--- src/rtl/regfile_scoreboard.sv ---
// Register file with two combinational read ports, one synchronous write
// port, and a per-register busy scoreboard. Decode reserves a destination
// register; writeback clears it. Optional hardwired-zero R0 and
// write-to-read bypass.
module regfile_scoreboard #(
    parameter int DATA_W   = 16,
    parameter int ADDR_W   = 3,
    parameter int ZERO_REG = 0,
    parameter int BYPASS   = 1,
    parameter int INIT_IDX = 1
) (
    input  logic              clock,
    input  logic              reset,
    input  logic [ADDR_W-1:0] rr1,
    input  logic [ADDR_W-1:0] rr2,
    input  logic [ADDR_W-1:0] wr,
    input  logic              regW,
    input  logic [DATA_W-1:0] dataW,
    input  logic              rsv_en,
    input  logic [ADDR_W-1:0] rsv_addr,
    output logic [DATA_W-1:0] read1,
    output logic [DATA_W-1:0] read2,
    output logic              busy1,
    output logic              busy2,
    output logic              busy_any
);

    localparam int DEPTH = 1 << ADDR_W;

    logic [DATA_W-1:0] rf_q [DEPTH];
    logic [DATA_W-1:0] rf_d [DEPTH];
    logic [DEPTH-1:0]  busy_q;
    logic [DEPTH-1:0]  busy_d;

    // Writes and reserves that target a hardwired-zero R0 are dropped here,
    // so neither the array nor the scoreboard ever change for address 0.
    logic write_ok_s;
    logic rsv_ok_s;

    // Qualify write and reserve requests against the hardwired-zero register.
    always_comb begin
        write_ok_s = regW;
        rsv_ok_s   = rsv_en;
        if ((ZERO_REG != 0) && (wr == {ADDR_W{1'b0}})) begin
            write_ok_s = 1'b0;
        end else begin
            write_ok_s = regW;
        end
        if ((ZERO_REG != 0) && (rsv_addr == {ADDR_W{1'b0}})) begin
            rsv_ok_s = 1'b0;
        end else begin
            rsv_ok_s = rsv_en;
        end
    end

    // Next-state for array and scoreboard. The reserve is applied after the
    // write so that a same-address collision leaves the register busy: the
    // newly issued producer owns it.
    always_comb begin
        busy_d = busy_q;
        for (int i = 0; i < DEPTH; i++) begin
            rf_d[i] = rf_q[i];
        end
        if (reset) begin
            busy_d = {DEPTH{1'b0}};
            for (int i = 0; i < DEPTH; i++) begin
                if (INIT_IDX != 0) begin
                    rf_d[i] = DATA_W'(i);
                end else begin
                    rf_d[i] = {DATA_W{1'b0}};
                end
            end
        end else begin
            if (write_ok_s) begin
                rf_d[wr]   = dataW;
                busy_d[wr] = 1'b0;
            end else begin
                busy_d = busy_d;
            end
            if (rsv_ok_s) begin
                busy_d[rsv_addr] = 1'b1;
            end else begin
                busy_d = busy_d;
            end
        end
    end

    // State registers; reset is folded into the next-state logic above.
    always_ff @(posedge clock) begin
        busy_q <= busy_d;
        for (int i = 0; i < DEPTH; i++) begin
            rf_q[i] <= rf_d[i];
        end
    end

    // Read port 1: zero register, then bypass of this cycle's write, then array.
    always_comb begin
        read1 = rf_q[rr1];
        busy1 = busy_q[rr1];
        if ((ZERO_REG != 0) && (rr1 == {ADDR_W{1'b0}})) begin
            read1 = {DATA_W{1'b0}};
            busy1 = 1'b0;
        end else if ((BYPASS != 0) && regW && (wr == rr1)) begin
            read1 = dataW;
            busy1 = rsv_en && (rsv_addr == rr1);
        end else begin
            read1 = rf_q[rr1];
            busy1 = busy_q[rr1];
        end
    end

    // Read port 2: same priority as port 1.
    always_comb begin
        read2 = rf_q[rr2];
        busy2 = busy_q[rr2];
        if ((ZERO_REG != 0) && (rr2 == {ADDR_W{1'b0}})) begin
            read2 = {DATA_W{1'b0}};
            busy2 = 1'b0;
        end else if ((BYPASS != 0) && regW && (wr == rr2)) begin
            read2 = dataW;
            busy2 = rsv_en && (rsv_addr == rr2);
        end else begin
            read2 = rf_q[rr2];
            busy2 = busy_q[rr2];
        end
    end

    // Any outstanding reservation, from stored bits only.
    always_comb begin
        busy_any = |busy_q;
    end

endmodule

--- config.mk ---
export PLATFORM = sky130hd
export DESIGN_NAME = regfile_scoreboard
export DESIGN_NICKNAME = d
export VERILOG_FILES = /design/src/rtl/regfile_scoreboard.sv
export SDC_FILE = /design/constraint.sdc
export NUM_CORES = 1
export LEC_CHECK = 0
export BUFFER_PORTS_ARGS = -buffer_cell sky130_fd_sc_hd__buf_2
export CAP_MARGIN = 40
export CORE_MARGIN = 2
export CORE_UTILIZATION = 50
export CTS_CLUSTER_SIZE = 20
export DETAILED_ROUTE_END_ITERATION = 6
export GPL_TIMING_DRIVEN = 0
export PLACE_DENSITY = 0.79
export SLEW_MARGIN = 10
export SYNTH_ARGS = -nofsm -noshare
export SYNTH_HDL_FRONTEND = slang
export SYNTH_SLANG_ARGS = --single-unit
--- constraint.sdc ---
create_clock -name clock -period 3.5 [get_ports clock]
set_input_delay 0.35 -clock clock [delete_from_list [all_inputs] [get_ports clock]]
set_output_delay 0.35 -clock clock [all_outputs]
set_load 0.1 [all_outputs]
==> reports/results.txt <==
Mapped cell area = 7620 um2
Worst path arrival time = 2460 ps
Clk buf depth = 2
Yosys top cell area share = 35.7%
FF-to-FF Start = busy_q[1]
Root buf cell = clkbuf_16
Resized cells post-CTS = 0
Crit-path slowest cell = buf_2
Final slew viol count = 0
DRT Pass-1 Iters = 7
CTS tree = done
CP Capture Type = primary output
Worst path most repeated cell = buf_2
R2R Path End = busy_q[1]
Leading area contributor after synthesis = dfxtp_1
Initial antenna violation count = 0
CP Launch Type = primary input
GR Util met1 = 39.5%
Post-synth EDFFs = 0
Synth area leaders = dfxtp_1 (36%), mux4_2 (15%), nand2_1 (13%)
Area growth, synth to finish = 14.7%
Final HPWL DP = 16,300 um
Fin crit share = 80.2%
Max Fclk = 356 MHz
Setup crit end = read1[3]
DP Worst Slack = 723 ps
Fill count = 1,246
CP max stage delay = 430 ps
Final min period = 2810 ps
Post-route setup TNS = 0 ps
First-pass GRT wire length = 37,100 um
Max H-tree Level = 4
Failing checks = design-rule violations
Core ar. = 15,000 um2
Worst EP required = 3150 ps
Via count = 6,833
#FFs+latches synth = 136
Synth warn = 0
Final clock skew = 0 ps
RSZ-0062 raised after global routing = false
Final Hold Viols = 0
Total track usage = 30.8%
Crit path from = wr[1]
Peak supply drop = 0.354 mV
Cells after Synth = 799
Postcts setup bufs = 0
Main synth FF type = dfxtp_1
Status = finished, violations left
Nets = 892
WL/cell = 23.5 um
Share of cells above drive strength 1 = 25.9%
Antenna-violating nets left = 0
GRT overflow = 0
Leakage = 3.29 nW
R2R cell count = 2
Synth top cells by count = nand2_1 (258), dfxtp_1 (136), a21oi_1 (117), mux2_2 (61), clkbuf_1 (53)
Hold Crit Class = in -> reg
Sequential fraction of the synthesis area = 35.7%
Multi-input combinational cell area = 4450 um2
Die area = 16,300 um2
CP cell instances = buf_2 > buf_4 > xnor2_1 > nand4_2 > buf_2 > mux2_2 > buf_2
GR Util met2 = 47.8%
Largest net degree at the start of global routing = 17
Mean Syn Cell Area = 9.54 um2
Yosys cell types = 30
Die width = 127 um
Kind of critical path = in -> out
CP Max Fanout = 10
Std-Cell Rows = 45
Power per Cell Area = 496 nW/um2
Worst-Margin Slew = 845 ps
Clock slew at reported path FFs = 60 ps
Seq. cell area = 2720 um2
Num CTS Buffers = 17
Final setup fails = 0
Number of diodes = 0
Clock Latency Late Sink = 430 ps
Via density = 6.44
Vias in the first global route = 6,579
Cell with the most instances after synthesis = nand2_1
Post-synth net total = 831
Relative slew margins = 43.6%
Initial core utilization = 50.7%
Port Buf Inserts = 42
Asr flop ratio synth = 0%
Final worst setup slack = 694 ps
GP Congestion = 0.928
Worst R2R Setup Slack = 2710 ps
DRC Markers = 2
Die Ht = 127 um
Met3 Resource Use GR = 8.58%
Clock sink count = 136
Max-cap viol count = 0
I/O pin cnt = 67
Detailed Route Iter0 Violations = 1,086
CTS Hold Bufs = 0
Most Used Layer, Global Route = met2
Final wirelength = 24,900 um
critical path: cells and delay by family:
| kind | cells | cell delay, ps |
|---|---|---|
| buffers and inverters | 4 | 1160 |
| AND/OR/NAND/NOR | 1 | 410 |
| multiplexers | 1 | 300 |
| XOR/XNOR | 1 | 200 |
cell usage in the layout, fill, tap and decap left out, types with 5 or more instances in the layout:
cell type,count
nand3b_1,12
clkinvlp_4,5
mux4_1,17
mux2_2,61
buf_2,60
clkbuf_1,53
xnor2_1,12
bufinv_16,5
nor2_1,8
buf_6,9
nand2_1,258
mux4_2,51
a21oi_1,117
dfxtp_1,136
clkbuf_16,17
power breakdown:
part | switching, mW | total, mW | internal [mW]
clock | 0.707 | 2.04 | 1.34
sequential | 0.0277 | 1.61 | 1.58
combinational | 0.478 | 0.676 | 0.198
total | 1.21 | 4.33 | 3.12
metal layers:
layer	vias to the layer above	wire, um
met4	0	1150
met2	517	11500
met3	109	3010
met5	-	0
li1	2947	-
met1	3260	9200
flip-flops by register name (all words and copies together), names as in the netlist:
register	flops
rf_q	128
busy_q	8
per-stage QoR:
| step | std cells | hold slack (ps) | area (um2) | utilization, % | power, mW |
|---|---|---|---|---|---|
| 3_5_place_dp | 1029 | 456 | 8070 | 53.7 | 2.31 |
| 3_3_place_gp | 1029 | 447 | 8070 | 53.7 | 2.30 |
| 2_1_floorplan | 799 | 440 | 7620 | - | 2.15 |
| 4_1_cts | 1061 | 296 | 8740 | 58.2 | 4.31 |
| 5_1_grt | 1061 | 332 | 8740 | 58.2 | 4.43 |
| 6_report | 1061 | 304 | 8740 | 58.2 | 4.33 |
worst min path at each step:
stage                      from           to  slack (ps)  cells after the start
global placement    rf_q[0][11]  rf_q[0][11]         450                      2
finish                   rsv_en    busy_q[6]         300                      3
floorplan           rf_q[1][11]  rf_q[1][11]         440                      2
global route             rsv_en    busy_q[7]         330                      3
CTS                      rsv_en    busy_q[7]         300                      3
detailed placement  rf_q[5][10]  rf_q[5][10]         460                      2
logic make-up after synthesis:
group                     synth area share [%]
AOI/OAI and AO/OA                         8.44
xor gates and xnor gates                  1.38
buffers and inverters                     5.94
DFF                                       35.7
muxes                                     31.1
and+or+nand+nor                           17.5
layout make-up:
type	instances	share of cell area (%)
Buffer	87	5.18
Clock buffer	21	5.50
Clock inverter	11	2.20
Multi-Input combinational cell	576	50.9
Sequential cell	136	31.1
Tap cell	188	2.69
Timing Repair Buffer	42	2.40
No activity file was read; power rests on OpenSTA's default activity.
